===== src/rtl/spi_reg_ctrl.sv =====
// SPI transaction controller: frames bytes from the serdes, decodes a R/W+address
// command byte, and streams register-file writes/reads with address auto-increment.
module spi_reg_ctrl #(
  parameter int NUM_REGS = 16,
  parameter bit AUTO_INC = 1'b1
) (
  input  logic       spi_clk,
  input  logic       rst,
  input  logic       cs,
  input  logic       pico,
  input  logic [7:0] byte_deser,
  input  logic [7:0] reg_rdata,
  output logic [6:0] reg_addr,
  output logic [7:0] reg_wdata,
  output logic       reg_wr_en,
  output logic       reg_rd_en,
  output logic       poci,
  output logic       addr_err
);

  typedef enum logic [1:0] {IDLE, CMD, WRITE, READ} state_t;

  localparam logic [6:0] LAST_ADDR  = 7'(NUM_REGS - 1);
  localparam logic [7:0] NUM_REGS_W = 8'(NUM_REGS);

  state_t     state, state_next;
  logic [2:0] bit_cnt;
  logic [7:0] tx_shift;
  logic       wr_adv;
  logic [7:0] full_byte;
  logic       addr_ok;
  logic [6:0] addr_inc;
  logic       deser_msb_unused;

  // The serdes has already shifted out its MSB by the time bit 7 arrives.
  assign deser_msb_unused = byte_deser[7];
  assign full_byte        = {byte_deser[6:0], pico};
  assign addr_ok          = {1'b0, reg_addr} < NUM_REGS_W;
  assign addr_inc         = !AUTO_INC ? reg_addr :
                            (reg_addr == LAST_ADDR) ? 7'd0 : reg_addr + 7'd1;
  assign poci             = tx_shift[7];

  // NOTE: every output of a combinational block gets a default first so no latch is inferred.
  always_comb begin
    state_next = state;
    if (!cs) begin
      state_next = IDLE;
    end else begin
      case (state)
        IDLE:    state_next = CMD;
        CMD:     if (bit_cnt == 3'd7) state_next = full_byte[7] ? WRITE : READ;
        default: ;
      endcase
    end
  end

  // NOTE: sequential state uses non-blocking assignments so all registers update from pre-edge values.
  always_ff @(posedge spi_clk) begin
    if (rst) state <= IDLE;
    else     state <= state_next;
  end

  always_ff @(posedge spi_clk) begin
    if (rst) begin
      bit_cnt   <= '0;
      reg_addr  <= '0;
      reg_wdata <= '0;
      reg_wr_en <= 1'b0;
      reg_rd_en <= 1'b0;
      tx_shift  <= '0;
      addr_err  <= 1'b0;
      wr_adv    <= 1'b0;
    end else if (!cs) begin
      bit_cnt   <= '0;
      tx_shift  <= '0;
      reg_wr_en <= 1'b0;
      reg_rd_en <= 1'b0;
      wr_adv    <= 1'b0;
    end else begin
      bit_cnt   <= bit_cnt + 3'd1;
      reg_wr_en <= 1'b0;
      reg_rd_en <= 1'b0;
      case (state)
        CMD: if (bit_cnt == 3'd7) reg_addr <= full_byte[6:0];
        WRITE: begin
          // Address moves only after the strobe cycle so the regfile sees the right address.
          if (wr_adv) begin
            reg_addr <= addr_inc;
            wr_adv   <= 1'b0;
          end
          if (bit_cnt == 3'd7) begin
            wr_adv <= 1'b1;
            if (addr_ok) begin
              reg_wdata <= full_byte;
              reg_wr_en <= 1'b1;
            end else begin
              addr_err <= 1'b1;
            end
          end
        end
        READ: begin
          if (bit_cnt == 3'd0) begin
            if (addr_ok) begin
              tx_shift  <= reg_rdata;
              reg_rd_en <= 1'b1;
            end else begin
              tx_shift <= '0;
              addr_err <= 1'b1;
            end
          end else begin
            tx_shift <= {tx_shift[6:0], 1'b0};
          end
          if (bit_cnt == 3'd7) reg_addr <= addr_inc;
        end
        default: ;
      endcase
    end
  end

endmodule


===== config.mk =====
export PLATFORM = sky130hd
export DESIGN_NAME = spi_reg_ctrl
export DESIGN_NICKNAME = d
export VERILOG_FILES = /design/src/rtl/spi_reg_ctrl.sv
export SDC_FILE = /design/constraint.sdc
export NUM_CORES = 1
export LEC_CHECK = 0
export BUFFER_PORTS_ARGS = -buffer_cell sky130_fd_sc_hd__clkbuf_2
export CAP_MARGIN = 20
export CORE_ASPECT_RATIO = 1.1
export CORE_MARGIN = 5
export CORE_UTILIZATION = 40
export DETAILED_ROUTE_END_ITERATION = 8
export PLACE_DENSITY_LB_ADDON = 0.2
export SETUP_SLACK_MARGIN = 0.1
export SLEW_MARGIN = 20
export SYNTH_ARGS = -nofsm -noshare
export SYNTH_HDL_FRONTEND = slang
export SYNTH_SLANG_ARGS = --single-unit
export TNS_END_PERCENT = 100

===== constraint.sdc =====
create_clock -name spi_clk -period 4.3 [get_ports spi_clk]
set_input_delay 0.86 -clock spi_clk [delete_from_list [all_inputs] [get_ports spi_clk]]
set_output_delay 0.86 -clock spi_clk [all_outputs]
set_load 0.02 [all_outputs]

==> results.toml, run 1 <==
[status]
outcome = "complete, no violations"

[global_route]
overflow = 0
grt_start_max_net_pins = 22
gr-usage-all-layers_pct = 14.4
first_global_vias = 1222
grt_antenna_before_repair = 0
grt_pass1_wl_um = 5440

[route]
via_per_inst = 5.16
route.detailed.drc = 0
top_layer = "met4"
wirelength_met1_um = 1520
dr_total_vias = 1248
drtPass1Iterations = 4
antenna_left = 0
drt_iter0_markers = 78
wl_met3_um = 209
wire_per_inst_um = 13.6
wl_met2_um = 1530
routed_wl_um = 3290

[timing]
fin_crit_sh_pct = 48.2
setup_viol = 0
grt_setup_unrepaired = "false"
clock_skew_ps = 9.22
min_period_ps = 2070
maxSlewHeadroom_pct = 66.8
final_max_slew_viol_count = 0
max_slew.worst_pin.slew_ps = 498
final.setup.tns_ps = 0
hold_viol = 0
hold_slack_ps = 461
fmax_mhz = 482

[power]
vdd_drop_max_mv = 0.199
leakage_nw = 0.679
power_w = 0.000478
p_per_area_nw_per_um2 = 283

[synth]
yosys_warnings = 0
syn_area_per_cell_um2 = 9.16
syn-num-nets = 181
synth-seq-area-share_pct = 44.6
postSynth.asyncResetShare_pct = 0
synth.area.top_cells = "dfxtp_1 (45%), mux2i_1 (6.3%), nor2_1 (4.4%)"
syn-cell-area_um2 = 1440
synth_area_leader_cell = "dfxtp_1"
ys_dominant_reg_cell = "dfxtp_1"
syn_inst = 157
synth-edff-count = 0
synth_top_cell_area_share_pct = 44.6
ys_types = 37
synth-seq-cells = 32

[placed_design]
dp_hpwl_um = 2450
postPlaceCellArea_um2 = 1640
place.gp.congestion = 0.747
portBuffers = 37

[final_layout]
nFillCells = 362
design_area_um2 = 1690
diodes = 0
seq_area_um2 = 641
drive_gt1_share_pct = 25.8
final_core_util_pct = 49.5
nets = 218
multi_input_area_um2 = 743
syn_to_final_growth_pct = 17.6

[clock_network]
postCtsSetupRepairBufs = 0
ctsHoldBuffers = 0
path_clk_slew_ps = 90
cts_buffers = 5
cts_tree = "done"
cts_resized = 0
clock_sinks = 32
htreeDepth = 2
clock_path_buffers = 2
clock_latency_ps = 330
root_buffer = "clkbuf_4"

[setup_path]
critPathMaxFanout = 21
crit_type = "in -> reg"
r2r_cells = 4
crit_chain = "clkbuf_2 > nand2b_1 > nor4_4 > nand2_1 > o21ai_0"
worst-endpoint-arrival_ps = 2310
startpoint_type = "primary input"
cp-end-kind = "flip-flop"
cp_slowest_stage_delay_ps = 540
slowest_stage = "nor4_4"
critPathRequiredTime_ps = 4540

[floorplanning]
rows = 22
io_pins = 39
start_util_pct = 42.1
fp.dieW_um = 67.2
die_area_um2 = 4890
core_area_um2 = 3410
die_h_um = 72.9

[hold_path]
worstHoldPathCells = 1
hp-class = "reg -> reg"

[flow_run]
cap_violations = 0
[area by class of cell]
class                   count  area share [%]
clock inverters             1           0.296
clock buffers               6            2.44
multi-input cells         114            44.0
flip-flops and latches     32            37.9
inverters                   4           0.888
well taps                  48            3.55
repair buffers             37            11.0
[logic make-up after synthesis]
| family | count (synthesis) | share of synthesized area, % |
|---|---|---|
| and+or+nand+nor | 61 | 23.1 |
| AOI/OAI and AO/OA | 39 | 18.1 |
| DFF | 32 | 44.6 |
| buffers and inverters | 11 | 3.74 |
| muxes | 10 | 7.05 |
| adders and majority gates | 4 | 3.48 |
[routing by layer]
| metal | vias to the layer above | global-route usage [%] |
|---|---|---|
| met4 | 0 | 4.73 |
| met5 | - | 0 |
| met2 | 39 | 22.9 |
| met3 | 2 | 5.24 |
| li1 | 639 | - |
| met1 | 568 | 17.9 |
[cells in the mapped netlist (2+ instances only)]
master / number
nor2_1: 17
ha_1: 4
and3_1: 4
a31o_2: 2
inv_1: 4
o21ai_0: 9
nor3_1: 5
a211oi_1: 2
a31oi_1: 2
nand2_1: 11
a21oi_1: 9
nand2b_1: 5
nand4_1: 2
nand3_1: 2
clkbuf_1: 4
and2_1: 2
and4_1: 2
nor2b_1: 7
a22oi_1: 7
mux2i_1: 9
dfxtp_1: 32
[worst max-delay path: cells and delay by family]
family,cells,cell delay (ps)
buf+inv,1,270
compound gates,1,90
simple gates,3,1090
[state kept, by name, summed over array words and instances (netlist names)]
signal	count
reg_wdata	8
tx_shift	8
reg_addr	7
bit_cnt	3
state	2
addr_err	1
reg_rd_en	1
reg_wr_en	1
wr_adv	1
[power by group]
part	internal (W)	total [W]	switching, W
clock	0.0000601	0.000155	0.0000953
combinational	0.0000103	0.0000231	0.0000128
sequential	0.000298	0.000299	0.00000165
total	0.000368	0.000478	0.000110
[worst paths after layout]
path,from,end,slack [ps]
worst min-delay path,bit_cnt[0],bit_cnt[0],460
worst min register to register,bit_cnt[0],bit_cnt[0],460
worst max register to register,state[1],reg_wdata[3],2270
worst max-delay path,rst,tx_shift[7],2230
[cell usage in the layout, fill, tap and decap left out, types with 2 or more instances in the layout]
cell type	Yosys	routed
nand3_1	2	2
nand2b_1	5	5
ha_1	4	4
clkbuf_2	0	37
inv_1	4	4
dfxtp_1	32	32
a31oi_1	2	2
a21oi_1	9	9
and2_1	2	2
and3_1	4	4
nand2_1	11	11
nand4_1	2	2
a31o_2	2	2
a22oi_1	7	7
clkbuf_4	0	5
a211oi_1	2	2
o21ai_0	9	9
nor3_1	5	5
mux2i_1	9	9
nor2_1	17	17
and4_1	2	2
nor2b_1	7	7
[metrics by stage]
step / setup WS [ps] / instances
2_1_floorplan: 2630 / 157
3_3_place_gp: 1940 / 235
3_5_place_dp: 1850 / 235
4_1_cts: 2190 / 242
5_1_grt: 2090 / 242
6_report: 2230 / 242
Power figures use the tool's default switching activity.
==> inputs of run 2 (changes only) <==
==> constraint.sdc (replaced) <==
create_clock -name spi_clk -period 2 [get_ports spi_clk]
set_input_delay 0.4 -clock spi_clk [delete_from_list [all_inputs] [get_ports spi_clk]]
set_output_delay 0.4 -clock spi_clk [all_outputs]
set_load 0.02 [all_outputs]
==> run 2 against run 1 <==
Effect of this change:
- via count up 2.1%
- sequential cell count unchanged
- clock-buffer cell count unchanged
- die area did not move
- global-route usage is 0.16 points lower
- hold slack lost 190 ps
- combinational power rose by 130%
- design area grew 2.7%
- worst setup slack lost 1900 ps
==> results.toml, run 2 (synthesis gave the netlist of run 1 again) <==
[status]
outcome = "complete, no violations"

[route]
via_per_inst = 5.16
dr_total_vias = 1274
drtPass1Iterations = 4
antenna_left = 0
route.detailed.drc = 0
routed_wl_um = 3220
wire_per_inst_um = 13.0
drt_iter0_markers = 53

[global_route]
gr-usage-all-layers_pct = 14.3
overflow = 0
first_global_vias = 1223
grt_start_max_net_pins = 21
grt_antenna_before_repair = 0
grt_pass1_wl_um = 5380

[floorplanning]
io_pins = 39
rows = 22
fp.dieW_um = 67.2
die_h_um = 72.9
core_area_um2 = 3410
start_util_pct = 42.1
die_area_um2 = 4890

[hold_path]
hp-class = "in -> reg"

[final_layout]
largestRegisters = "reg_wdata x8, tx_shift x8, reg_addr x7"
final_cell_mix = "clkbuf_2 (37), dfxtp_1 (32), nor2_1 (17)"
nets = 223
layout_commonest_cell = "clkbuf_2"
stdcell_count = 247
diodes = 0
syn_to_final_growth_pct = 20.8
drive_gt1_share_pct = 27.6
final_core_util_pct = 50.9

[power]
switching_share_pct = 22.5
leakage_nw = 0.705
p_int_w = 0.000794
power_w = 0.00102
p_per_area_nw_per_um2 = 590
seq_power_share_pct = 62.8
p_comb_share_pct = 5.2
vdd_drop_max_mv = 0.441
p_clk_share_pct = 32.0
power_switching_w = 0.000230

[placed_design]
dp_hpwl_um = 2480
place.gp.congestion = 0.746
portBuffers = 37
dp_cells = 240

[timing]
grt_setup_unrepaired = "false"
clock_skew_ps = 11.3
hold_viol = 0
fin_crit_sh_pct = 82.8
fmax_mhz = 604
setup_viol = 0
final.setup.tns_ps = 0
maxSlewHeadroom_pct = 68.6
min_period_ps = 1660
final_max_slew_viol_count = 0
max_slew.worst_pin.slew_ps = 470

[setup_path]
rrSetupSlack_ps = 340
crit_type = "reg -> reg"
worst-endpoint-arrival_ps = 1890
startpoint_type = "flip-flop"
critPathMaxFanout = 8
critPathRequiredTime_ps = 2240
cp-end-kind = "flip-flop"

[clock_network]
clock_path_buffers = 2
cts_tree = "done"
cts_buffers = 5
clock_sinks = 32
path_clk_slew_ps = 90
root_buffer = "clkbuf_4"
clock_latency_ps = 320
htreeDepth = 2

[flow_run]
cap_violations = 0
-- run 2: cell types whose count changed in the layout (fill, tap and decap cells not counted) --
cell | previous run | this run
a31oi_2 | 1 | 0
a31oi_4 | 0 | 1
buf_4 | 0 | 5
-- run 2: power by group through the flow --
stage	sequential, W	combinational (W)	clock [W]
floorplan	0.000656	0.0000257	0
global placement	0.000658	0.0000515	0
detailed placement	0.000658	0.0000533	0
CTS	0.000643	0.0000537	0.000345
global route	0.000644	0.0000604	0.000381
finish	0.000643	0.0000532	0.000327
-- run 2: layout make-up --
type	count	area (um2)
Timing Repair Buffer	42	223
Clock buffer	6	41.3
Multi-Input combinational cell	114	752
Tap cell	48	60.1
Fill cell	356	1680
Sequential cell	32	641
Clock inverter	1	5.00
Inverter	4	15.0
-- run 2: stage by stage --
step           worst slack (ps)  hold slack, ps  cell area (um2)
2_1_floorplan               467             417             1440
3_3_place_gp                320             430             1680
3_5_place_dp                267             447             1680
4_1_cts                     251             258             1730
5_1_grt                     183             265             1740
6_report                    345             267             1740
-- run 2: layer usage --
metal	vias up	track usage [%]	wire length, um
met3	5	4.78	181
met2	27	23.3	1490
met5	-	0	0
li1	658	-	-
met4	0	5.41	34
met1	584	17.2	1510
-- run 2: path summary, 6_finish.rpt --
| kind | start | end | cells past startpoint |
|---|---|---|---|
| worst min-delay path | reg_rdata[3] | tx_shift[3] | 3 |
| worst min register to register | bit_cnt[0] | bit_cnt[0] | 1 |
| worst max register to register | bit_cnt[0] | reg_addr[0] | 6 |
| worst max-delay path | bit_cnt[0] | reg_addr[0] | 6 |
-- run 2: worst max-delay path, stage by stage (launching register included) --
cell	delay (ps)
dfxtp_1	330
ha_1	190
ha_1	250
and3_1	210
a31oi_4	270
a21oi_1	70
a211oi_1	240
-- run 2: what timing repair did --
action | CTS | global route
gates resized for setup | 0 | 1
buffers inserted | 0 | 0
setup endpoints to repair | 0 | 1
hold endpoints to repair | 0 | 0
hold buffers | 0 | 0
==> inputs of run 3 (changes only) <==
--- a/config.mk
+++ b/config.mk
@@ -5,6 +5,7 @@
 export SDC_FILE = /design/constraint.sdc
 export NUM_CORES = 1
 export LEC_CHECK = 0
+export ABC_AREA = 1
 export BUFFER_PORTS_ARGS = -buffer_cell sky130_fd_sc_hd__clkbuf_2
 export CAP_MARGIN = 20
 export CORE_ASPECT_RATIO = 1.1
==> constraint.sdc (replaced) <==
create_clock -name spi_clk -period 1.6 [get_ports spi_clk]
set_input_delay 0.32 -clock spi_clk [delete_from_list [all_inputs] [get_ports spi_clk]]
set_output_delay 0.32 -clock spi_clk [all_outputs]
set_load 0.02 [all_outputs]
==> run 3 against run 2 <==
Effect of this change:
- first-iteration DRC count grew 26%
- via count grew 5.3%
- non-clock buffer count shrank 2
- critical path depth grew 1
- clock-buffer cell count grew 2
- die area shrank 0.15%
- largest power group unchanged
==> results.toml, run 3 <==
[status]
outcome = "complete, no violations"

[hold_path]
min_from = "reg_rdata[0]"
holdPathEnd = "tx_shift[0]"
worstHoldPathCells = 3
hp-class = "in -> reg"

[final_layout]
drive_gt1_share_pct = 25.9
largestRegisters = "reg_wdata x8, tx_shift x8, reg_addr x7"
diodes = 0
final_cell_mix = "clkbuf_2 (37), nor2_1 (34), nand2_1 (31)"
syn_to_final_growth_pct = 22.5
layout_commonest_cell = "clkbuf_2"
final_core_util_pct = 51.5
nets = 262

[timing]
grt_setup_unrepaired = "true"
final_max_slew_viol_count = 0
fin_crit_sh_pct = 87.0
min_period_ps = 1390
maxSlewHeadroom_pct = 76.5
setup_viol = 0
clock_skew_ps = 2.64
final.setup.tns_ps = 0
fmax_mhz = 718
max_slew.worst_pin.slew_ps = 352
hold_viol = 0

[synth]
postSynth.asyncResetShare_pct = 0
synth_common_cells = "nor2_1 (34), dfxtp_1 (32), nand2_1 (31)"
yosys_warnings = 0
synth-edff-count = 0
synth-seq-area-share_pct = 44.6
synth_most_common_cell = "nor2_1"
synth-seq-cells = 32
synth_area_leader_cell = "dfxtp_1"
ys_dominant_reg_cell = "dfxtp_1"
syn-cell-area_um2 = 1440
ys_types = 27
syn-num-nets = 218
synth_top_cell_area_share_pct = 44.6
syn_inst = 194
syn_area_per_cell_um2 = 7.40
synth.area.top_cells = "dfxtp_1 (45%), nor2_1 (8.9%), nand2_1 (8.1%)"

[power]
leakage_nw = 0.775
power_w = 0.00134
p_per_area_nw_per_um2 = 765
vdd_drop_max_mv = 0.583

[clock_network]
path_clk_slew_ps = 90
cts_tree = "done"
clock_sinks = 32
postCtsSetupRepairBufs = 0
clock_path_buffers = 2
htreeDepth = 2
cts_buffers = 5
clock_latency_ps = 330
root_buffer = "clkbuf_4"

[setup_path]
startpoint_type = "flip-flop"
crit_chain = "ha_1 > ha_2 > nand2_1 > nand2_1 > nand2_4 > a21oi_1 > a21oi_1"
worst-endpoint-arrival_ps = 1620
crit_family = "adder cells"
crit_type = "reg -> reg"
critPathMaxFanout = 9
crit_buf_inv = 0
rrSetupSlack_ps = 210
r2r-end = "reg_addr[4]"
timing.rr.start = "bit_cnt[0]"
slowest_stage = "dfxtp_2"
cp-end-kind = "flip-flop"
r2r_cells = 7
critPathRequiredTime_ps = 1820
cp_slowest_stage_delay_ps = 350

[flow_run]
cap_violations = 0

[floorplanning]
fp.dieW_um = 67.1
rows = 22
die_h_um = 72.8
start_util_pct = 42.0
io_pins = 39
die_area_um2 = 4890
core_area_um2 = 3410

[route]
drtPass1Iterations = 4
drt_iter0_markers = 67
routed_wl_um = 3170
antenna_left = 0
dr_total_vias = 1342
via_per_inst = 4.68
route.detailed.drc = 0
wire_per_inst_um = 11.0

[global_route]
overflow = 0
grt_pass1_wl_um = 5220
grt_antenna_before_repair = 0
first_global_vias = 1234
gr-usage-all-layers_pct = 14.0
grt_start_max_net_pins = 14

[placed_design]
dp_hpwl_um = 2470
place.gp.congestion = 0.800
portBuffers = 37
## run 3: changes by cell type after synthesis, moves of 7 or more
cell,delta
a22oi_1,-7
nand2_1,+20
o21ai_1,+7
nor2b_1,-7
nor2_1,+17
a21oi_1,+10
inv_1,+16
nand3_1,+10
mux2i_1,-9
## run 3: layout make-up
class	count	area (um2)
inverter	25	97.6
multi-input combinational	134	691
clock buffer	8	58.8
sequential	32	643
timing repair buffer	40	208
tap	48	60.1
fill	393	1660
## run 3: cell families after synthesis
logic type | Yosys count | share of synthesized area [%]
buffers and inverters | 28 | 7.76
adder cells (fa/ha/maj) | 4 | 3.49
XOR/XNOR | 1 | 0.610
AND/OR/NAND/NOR | 88 | 28.7
AO/OA/AOI/OAI | 41 | 14.8
flip-flops | 32 | 44.6
## run 3: how the worst max path moves through the flow
stage | cells after the start | endpoint | startpoint
floorplan | 8 | reg_addr[4] | bit_cnt[0]
detailed placement | 8 | reg_addr[4] | bit_cnt[0]
global route | 8 | reg_addr[1] | bit_cnt[1]
finish | 7 | reg_addr[4] | bit_cnt[0]
global placement | 8 | reg_addr[5] | bit_cnt[0]
CTS | 8 | reg_addr[5] | bit_cnt[0]
## run 3: routing by layer
| layer | vias to the layer above | routed length [um] | GRT usage (%) |
|---|---|---|---|
| met3 | 5 | 249 | 7.09 |
| met1 | 589 | 1350 | 15.7 |
| met2 | 30 | 1530 | 22.9 |
| met4 | 0 | 40 | 4.73 |
| li1 | 718 | - | - |
| met5 | - | 0 | 0 |
## run 3: worst min-delay path, delay by kind of cell
| family | cells | cell delay (ps) |
|---|---|---|
| simple gates | 2 | 90 |
| buf+inv | 1 | 80 |
## run 3: through the flow
step,hold slack (ps),setup WS (ps),cells,instance area (um2)
after global routing,174,90.5,287,1760
after CTS,173,112,287,1750
final,181,208,287,1760
after global placement,434,138,279,1690
after floorplan,389,260,194,1440
after detailed placement,440,126,279,1690
## run 3: what timing repair did
| item | CTS | global route |
|---|---|---|
| setup endpoints to repair | 0 | 10 |
| hold buffers | 0 | 0 |
| resized for setup | 0 | 5 |
## run 3: where the power goes
part	total, W	internal (W)	switching, W
sequential	0.000804	0.000800	0.00000429
clock	0.000479	0.000217	0.000262
combinational	0.0000611	0.0000254	0.0000358
total	0.00134	0.00104	0.000302
